**config.mk**
```make
export PLATFORM = sky130hd
export DESIGN_NAME = hci_core_rr_arbiter_2x1_flat
export DESIGN_NICKNAME = d
export VERILOG_FILES = /design/src/rtl/hci_core_rr_arbiter_2x1_if.sv /design/src/rtl/hci_core_rr_arbiter_2x1.sv /design/src/flat_wrapper.sv
export SDC_FILE = /design/constraint.sdc
export NUM_CORES = 1
export LEC_CHECK = 0
export BUFFER_PORTS_ARGS = -buffer_cell sky130_fd_sc_hd__buf_2
export CORE_AREA = 2 2 124 126
export CTS_BUF_LIST = sky130_fd_sc_hd__clkbuf_16
export CTS_CLUSTER_DIAMETER = 200
export DETAILED_ROUTE_END_ITERATION = 10
export DIE_AREA = 0 0 126 128
export GPL_ROUTABILITY_DRIVEN = 1
export MAX_ROUTING_LAYER = met4
export SLEW_MARGIN = 20
export SYNTH_ARGS = -nofsm -noshare
export SYNTH_HDL_FRONTEND = slang
export SYNTH_SLANG_ARGS = --single-unit
export TNS_END_PERCENT = 10
```
**constraint.sdc**
```tcl
create_clock -name clk_i -period 3.8 [get_ports clk_i]
set_input_delay 0.19 -clock clk_i [delete_from_list [all_inputs] [get_ports clk_i]]
set_output_delay 0.19 -clock clk_i [all_outputs]
set_load 0.01 [all_outputs]
```
**src/rtl/hci_core_rr_arbiter_2x1_if.sv**
```systemverilog
// HCI core TCDM port bundle: request fields travel master->slave, and
// grant plus response fields travel slave->master.
interface hci_core_rr_arbiter_2x1_if #(
    parameter int unsigned DW = 32,
    parameter int unsigned AW = 32,
    parameter int unsigned UW = 1
) ();

    logic            req;
    logic            gnt;
    logic [AW-1:0]   add;
    logic            we_n;
    logic [DW/8-1:0] be;
    logic [DW-1:0]   data;
    logic [UW-1:0]   user;
    logic            r_valid;
    logic [DW-1:0]   r_data;
    logic [UW-1:0]   r_user;

    // The side that issues requests and receives responses
    modport master (
        output req, add, we_n, be, data, user,
        input  gnt, r_valid, r_data, r_user
    );

    // The side that accepts requests and returns responses
    modport slave (
        input  req, add, we_n, be, data, user,
        output gnt, r_valid, r_data, r_user
    );

endinterface

```
**src/rtl/hci_core_rr_arbiter_2x1.sv**
```systemverilog
// Two-to-one round-robin arbiter for an HCI core TCDM port.
// Requests from s0/s1 are multiplexed onto m combinationally; the owner of each
// tracked transaction is queued in a small in-order FIFO so every response
// can be steered back to the requester that issued it.
module hci_core_rr_arbiter_2x1 #(
    parameter int unsigned DW              = 32,
    parameter int unsigned AW              = 32,
    parameter int unsigned UW              = 1,
    parameter int unsigned MAX_OUTSTANDING = 4,
    parameter bit          WRITE_RESP      = 1'b0
) (
    input  logic                      clk_i,
    input  logic                      rst_ni,
    input  logic                      clear_i,
    hci_core_rr_arbiter_2x1_if.slave  s0,
    hci_core_rr_arbiter_2x1_if.slave  s1,
    hci_core_rr_arbiter_2x1_if.master m,
    output logic                      err_o
);

    localparam int unsigned PW = (MAX_OUTSTANDING > 1) ? $clog2(MAX_OUTSTANDING) : 1;
    localparam int unsigned CW = PW + 1;

    // Arbitration state and request-side signals
    logic            prio_q;
    logic            sel;
    logic [1:0]      req_vec;
    logic            any_req;
    logic            handshake;
    logic            track;

    // Muxed request fields of the selected requester
    logic [AW-1:0]   sel_add;
    logic            sel_we_n;
    logic [DW/8-1:0] sel_be;
    logic [DW-1:0]   sel_data;
    logic [UW-1:0]   sel_user;

    // Owner FIFO: one bit per outstanding tracked transaction
    logic [MAX_OUTSTANDING-1:0] owner_q;
    logic [PW-1:0]              wr_ptr_q;
    logic [PW-1:0]              rd_ptr_q;
    logic [CW-1:0]              count_q;
    logic                       full;
    logic                       empty;
    logic                       push;
    logic                       pop;
    logic                       head;

    assign req_vec = {s1.req, s0.req};
    assign any_req = |req_vec;

    // Pick the priority holder when it asks, otherwise fall back to the other side
    always_comb begin
        sel = prio_q;
        if (req_vec[prio_q]) begin
            sel = prio_q;
        end else if (req_vec[~prio_q]) begin
            sel = ~prio_q;
        end
    end

    // Route the selected requester's fields onto the shared port
    always_comb begin
        sel_add  = s0.add;
        sel_we_n = s0.we_n;
        sel_be   = s0.be;
        sel_data = s0.data;
        sel_user = s0.user;
        if (sel) begin
            sel_add  = s1.add;
            sel_we_n = s1.we_n;
            sel_be   = s1.be;
            sel_data = s1.data;
            sel_user = s1.user;
        end
    end

    assign full  = (count_q == CW'(MAX_OUTSTANDING));
    assign empty = (count_q == '0);

    // Requests are held off entirely while the owner FIFO cannot take another entry
    assign m.req  = any_req & ~full;
    assign m.add  = sel_add;
    assign m.we_n = sel_we_n;
    assign m.be   = sel_be;
    assign m.data = sel_data;
    assign m.user = sel_user;

    assign handshake = m.req & m.gnt;
    assign s0.gnt    = handshake & ~sel;
    assign s1.gnt    = handshake &  sel;

    // Writes only occupy a FIFO slot when the memory side answers them
    assign track = sel_we_n | WRITE_RESP;
    assign push  = handshake & track;
    assign pop   = m.r_valid & ~empty;
    assign head  = owner_q[rd_ptr_q];

    // Responses go to the head owner; data and user are broadcast to both sides
    assign s0.r_valid = m.r_valid & ~empty & ~head;
    assign s1.r_valid = m.r_valid & ~empty &  head;
    assign s0.r_data  = m.r_data;
    assign s1.r_data  = m.r_data;
    assign s0.r_user  = m.r_user;
    assign s1.r_user  = m.r_user;

    // Hand priority to the loser after every accepted request
    always_ff @(posedge clk_i or negedge rst_ni) begin
        if (!rst_ni) begin
            prio_q <= 1'b0;
        end else if (clear_i) begin
            prio_q <= 1'b0;
        end else if (handshake) begin
            prio_q <= ~sel;
        end
    end

    // Owner FIFO storage, pointers and occupancy; simultaneous push and pop keep the count
    always_ff @(posedge clk_i or negedge rst_ni) begin
        if (!rst_ni) begin
            owner_q  <= '0;
            wr_ptr_q <= '0;
            rd_ptr_q <= '0;
            count_q  <= '0;
        end else if (clear_i) begin
            owner_q  <= '0;
            wr_ptr_q <= '0;
            rd_ptr_q <= '0;
            count_q  <= '0;
        end else begin
            if (push) begin
                owner_q[wr_ptr_q] <= sel;
                wr_ptr_q          <= wr_ptr_q + PW'(1);
            end
            if (pop) begin
                rd_ptr_q <= rd_ptr_q + PW'(1);
            end
            if (push && !pop) begin
                count_q <= count_q + CW'(1);
            end else if (pop && !push) begin
                count_q <= count_q - CW'(1);
            end
        end
    end

    // Flag a response that arrives with nobody waiting for it; sticky until reset or clear
    always_ff @(posedge clk_i or negedge rst_ni) begin
        if (!rst_ni) begin
            err_o <= 1'b0;
        end else if (clear_i) begin
            err_o <= 1'b0;
        end else if (m.r_valid && empty) begin
            err_o <= 1'b1;
        end
    end

endmodule

```
**src/flat_wrapper.sv**
```systemverilog
// flat-port wrapper written by rule: the top's interface ports become plain ports
module hci_core_rr_arbiter_2x1_flat 
#(
    parameter int unsigned DW              = 32,
    parameter int unsigned AW              = 32,
    parameter int unsigned UW              = 1,
    parameter int unsigned MAX_OUTSTANDING = 4,
    parameter bit          WRITE_RESP      = 1'b0
)
  (clk_i, rst_ni, clear_i, err_o, s0_req, s0_add, s0_we_n, s0_be, s0_data, s0_user, s0_gnt, s0_r_valid, s0_r_data, s0_r_user, s1_req, s1_add, s1_we_n, s1_be, s1_data, s1_user, s1_gnt, s1_r_valid, s1_r_data, s1_r_user, m_req, m_add, m_we_n, m_be, m_data, m_user, m_gnt, m_r_valid, m_r_data, m_r_user);
  hci_core_rr_arbiter_2x1_if #(.DW(DW), .AW(AW), .UW(UW)) s0_i ();
  hci_core_rr_arbiter_2x1_if #(.DW(DW), .AW(AW), .UW(UW)) s1_i ();
  hci_core_rr_arbiter_2x1_if #(.DW(DW), .AW(AW), .UW(UW)) m_i ();
  input  logic clk_i;
  input  logic rst_ni;
  input  logic clear_i;
  output logic err_o;
  input wire logic [$bits(s0_i.req)-1:0] s0_req;
  input wire logic [$bits(s0_i.add)-1:0] s0_add;
  input wire logic [$bits(s0_i.we_n)-1:0] s0_we_n;
  input wire logic [$bits(s0_i.be)-1:0] s0_be;
  input wire logic [$bits(s0_i.data)-1:0] s0_data;
  input wire logic [$bits(s0_i.user)-1:0] s0_user;
  output wire logic [$bits(s0_i.gnt)-1:0] s0_gnt;
  output wire logic [$bits(s0_i.r_valid)-1:0] s0_r_valid;
  output wire logic [$bits(s0_i.r_data)-1:0] s0_r_data;
  output wire logic [$bits(s0_i.r_user)-1:0] s0_r_user;
  input wire logic [$bits(s1_i.req)-1:0] s1_req;
  input wire logic [$bits(s1_i.add)-1:0] s1_add;
  input wire logic [$bits(s1_i.we_n)-1:0] s1_we_n;
  input wire logic [$bits(s1_i.be)-1:0] s1_be;
  input wire logic [$bits(s1_i.data)-1:0] s1_data;
  input wire logic [$bits(s1_i.user)-1:0] s1_user;
  output wire logic [$bits(s1_i.gnt)-1:0] s1_gnt;
  output wire logic [$bits(s1_i.r_valid)-1:0] s1_r_valid;
  output wire logic [$bits(s1_i.r_data)-1:0] s1_r_data;
  output wire logic [$bits(s1_i.r_user)-1:0] s1_r_user;
  output wire logic [$bits(m_i.req)-1:0] m_req;
  output wire logic [$bits(m_i.add)-1:0] m_add;
  output wire logic [$bits(m_i.we_n)-1:0] m_we_n;
  output wire logic [$bits(m_i.be)-1:0] m_be;
  output wire logic [$bits(m_i.data)-1:0] m_data;
  output wire logic [$bits(m_i.user)-1:0] m_user;
  input wire logic [$bits(m_i.gnt)-1:0] m_gnt;
  input wire logic [$bits(m_i.r_valid)-1:0] m_r_valid;
  input wire logic [$bits(m_i.r_data)-1:0] m_r_data;
  input wire logic [$bits(m_i.r_user)-1:0] m_r_user;
  assign s0_i.req = s0_req;
  assign s0_i.add = s0_add;
  assign s0_i.we_n = s0_we_n;
  assign s0_i.be = s0_be;
  assign s0_i.data = s0_data;
  assign s0_i.user = s0_user;
  assign s0_gnt = s0_i.gnt;
  assign s0_r_valid = s0_i.r_valid;
  assign s0_r_data = s0_i.r_data;
  assign s0_r_user = s0_i.r_user;
  assign s1_i.req = s1_req;
  assign s1_i.add = s1_add;
  assign s1_i.we_n = s1_we_n;
  assign s1_i.be = s1_be;
  assign s1_i.data = s1_data;
  assign s1_i.user = s1_user;
  assign s1_gnt = s1_i.gnt;
  assign s1_r_valid = s1_i.r_valid;
  assign s1_r_data = s1_i.r_data;
  assign s1_r_user = s1_i.r_user;
  assign m_req = m_i.req;
  assign m_add = m_i.add;
  assign m_we_n = m_i.we_n;
  assign m_be = m_i.be;
  assign m_data = m_i.data;
  assign m_user = m_i.user;
  assign m_i.gnt = m_gnt;
  assign m_i.r_valid = m_r_valid;
  assign m_i.r_data = m_r_data;
  assign m_i.r_user = m_r_user;
  hci_core_rr_arbiter_2x1 #(.DW(DW), .AW(AW), .UW(UW), .MAX_OUTSTANDING(MAX_OUTSTANDING), .WRITE_RESP(WRITE_RESP)) u_core (.clk_i(clk_i), .rst_ni(rst_ni), .clear_i(clear_i), .s0(s0_i), .s1(s1_i), .m(m_i), .err_o(err_o));
endmodule
```
==> results by group <==
Outcome
  – Status: complete, no violations

Finish
  – Filler cell count: 1692
  – Area grow syn2layout: 39.7%
  – Nets: 581
  – Layout cells sized above 1: 0.749
  – Post-Layout Cell Count: a little under 600

Floorplan
  – Io pins: roughly 320
  – Die H: 128 um
  – Initial Util: 0.153
  – Die area: around 0.016 mm^2
  – Row cnt: between 40 and 50
  – Die width: 126 um
  – CORE AREA: 0.0149 mm^2

Clock network
  – Setup bufs post-CTS: 0
  – Clock Sinks: 13
  – H-tree levels: 1
  – Root buf cell: clkbuf_16
  – CTS tree: built
  – Clock buffer count from CTS: 3
  – Worst-Skew Late Latency: about 0.25 ns
  – Clk buf depth: 2
  – Worst-path clk slew: ~0.05 ns

Synth
  – Post-Synth Adder-Cell Area: 0.0308
  – Most used flip-flop cell after synthesis: dfrtp_1
  – Synth Net Count: 430
  – Cells taking the most area after synthesis: mux2_2 30%, buf_4 22%, dfrtp_1 14%
  – Post-synth ARST share: 1.00
  – Synth cell count leaders: 66 x buf_4, 60 x mux2_2, 13 x dfrtp_1
  – Mean area per synthesized cell: about 9.3 um^2
  – Share of the yosys chip area belonging to registers: 0.143
  – Seq cells post-synth: 13
  – Synth cell types: 40
  – Post-synthesis cell count: 245
  – Yosys warnings: 0
  – Most frequent cell after synthesis: buf_4
  – Synth Area in XOR/XNOR: 0.00769
  – Post-synth EDFFs: 0
  – Multiplexer share of the synthesized area: 0.369
  – Top-area cell type share of the netlist area: 0.297
  – Complex-gate fraction of the synthesized area: 0.0621
  – Mapped cell area: 0.00228 mm^2
  – Synth area leader: mux2_2
  – Simple logic cell fraction of the synthesized area: 0.131
  – Combinational family with the most area after synthesis: multiplexers

Placement
  – DP Cell Count: 578
  – Placer Congestion: between 0.8 and 0.9
  – DP Wirelength: just under 9000 um
  – IO Port Bufs: 222

Timing
  – Setup tns final: 0 ns
  – Crit path time final: roughly 2.5 ns
  – Clock skew: about 0.0051 ns
  – Final Setup Violations: 0
  – Max Slew Vio Count: 0
  – RSZ-0062 raised after global routing: false
  – Worst slew margin: 0.445
  – Worst-margin pin slew: 0.826 ns
  – Fin. Hold Viols: 0
  – Achievable frequency: 0.404 GHz
  – Final worst-path cycle share: 0.652

Critical path
  – Worst reg2reg path depth: 8
  – CP required: 3.96 ns
  – CP Data Arrival Time: 2.64 ns
  – Reg-to-Reg Start: u_core.prio_q
  – Crit-path max FO: 10
  – Setup crit start kind: register
  – Terminus of the critical flop-to-flop path: u_core.count_q[1]
  – Worst Setup EP: u_core.count_q[1]
  – Nature of the critical path endpoint: register
  – Reg2Reg Setup Slack: roughly 1.3 ns
  – CP startpoint: u_core.prio_q
  – Setup Crit Path Kind: register to register

Hold path
  – Worst Hold Class: primary input to register
  – Min-delay src: m_r_valid

Route
  – DRC viols: 0
  – Pre-Repair DR Iteration Count: 4
  – Vias: 2331
  – Initial DRC count: 124
  – DRT Wirelength: 9920 um
  – Via-to-Cell Ratio: 3.99
  – Routed len/inst: 17.0 um
  – ANT nets after route: 0

Power
  – Leak Pwr: 1.59 nW
  – Worst VDD drop: 0.127 mV
  – Pwr Density: 329 mW/mm^2

GRT
  – Vias in the first global route: 2157
  – Initial antenna violation count: 1
  – Grt ovf: 0
  – GRT Overall Usage: 0.111
  – First-pass GRT wire length: 13200 um
  – Pin count of the biggest net entering global routing: 45

Flow run
  – Max cap viols: 0
==> critical path, cell delays in order (launching register included) <==
cell	delay (ns)
dfrtp_1	0.42
nor2_1	0.33
or3_1	0.42
nand3_1	0.22
nor2_1	0.16
fa_1	0.44
nor3_1	0.18
nand4_1	0.11
o211ai_1	0.11
==> sequential cells by signal, summed over array words and instances, names as in the netlist <==
register,cells
u_core.owner_q,4
u_core.prio_q,1
u_core.wr_ptr_q,2
u_core.rd_ptr_q,2
u_core.err_o,1
u_core.count_q,3
==> stage by stage <==
stage / cell area (um^2) / utilization / power [W] / hold WS [ns] / setup WS (ns)
global route: 3180 / 0.214 / 0.00112 / 0.313 / 1.10
floorplan: 2280 / - / 0.000668 / -0.106 / 1.69
detailed placement: 3090 / 0.208 / 0.000839 / 0.101 / 1.34
finish: 3180 / 0.214 / 0.00105 / 0.270 / 1.32
global placement: 3090 / 0.208 / 0.000839 / 0.0980 / 1.39
CTS: 3180 / 0.214 / 0.00105 / 0.266 / 1.33
==> cells in the final DEF (no fill, tap or decap), drive strengths merged, types with 2 or more instances in the layout <==
cell | netlist | routed
nand4 | 9 | 9
o32ai | 3 | 3
nor3 | 10 | 10
o211ai | 2 | 2
ha | 4 | 4
a21oi | 5 | 5
nor2 | 12 | 12
clkbuf | 3 | 3
mux2i | 4 | 4
dfrtp | 13 | 13
inv | 4 | 4
or3 | 4 | 4
mux2 | 69 | 69
nand2b | 4 | 4
o31ai | 3 | 3
buf | 76 | 224
==> layer usage <==
layer	wire, um	vias to the layer above	track usage
met4	34	0	0.0181
met1	3800	1067	0.136
li1	-	1110	-
met5	0	-	-
met2	5190	149	0.193
met3	897	5	0.0242
==> cell type report <==
| class | instances | area [um^2] | share of cell area |
|---|---|---|---|
| Antenna cell | 1 | 2.50 | 0.000786 |
| Tap cell | 188 | 235 | 0.0739 |
| Clock buffer | 3 | 75.1 | 0.0236 |
| Sequential cell | 13 | 325 | 0.102 |
| Clock inverter | 1 | 5.00 | 0.00157 |
| Multi-Input combinational cell | 149 | 1380 | 0.432 |
| Timing Repair Buffer | 225 | 1150 | 0.361 |
| Inverter | 4 | 15.0 | 0.00472 |
==> kinds of logic (layout without fill, tap and decap cells) <==
kind of cell,after synthesis,after routing
adders and majority gates,5,5
xor gates and xnor gates,2,2
AOI/OAI and AO/OA,19,19
other,0,1
buffers and inverters,83,233
DFF,13,13
muxes,74,74
and+or+nand+nor,49,49
==> repair_timing <==
item                       in CTS  in global routing
gates resized for setup         0                  0
setup endpoints to repair       0                  0
hold endpoints to repair       13                  0
hold buffers                    1                  0
==> worst min path at each step <==
stage,end,cells after the start
detailed placement,u_core.err_o,1
global placement,u_core.err_o,1
CTS,u_core.err_o,3
floorplan,u_core.count_q[0],0
finish,u_core.err_o,3
global route,u_core.err_o,3
==> where the power goes <==
part | total (W) | leakage [nW] | internal [W] | switching [W]
clock network | 0.000207 | 0.0409 | 0.000141 | 0.0000661
registers | 0.000210 | 0.177 | 0.000169 | 0.0000408
logic | 0.000630 | 1.37 | 0.000308 | 0.000323
total | 0.00105 | 1.59 | 0.000617 | 0.000429
(Power assumes the default switching activity.)
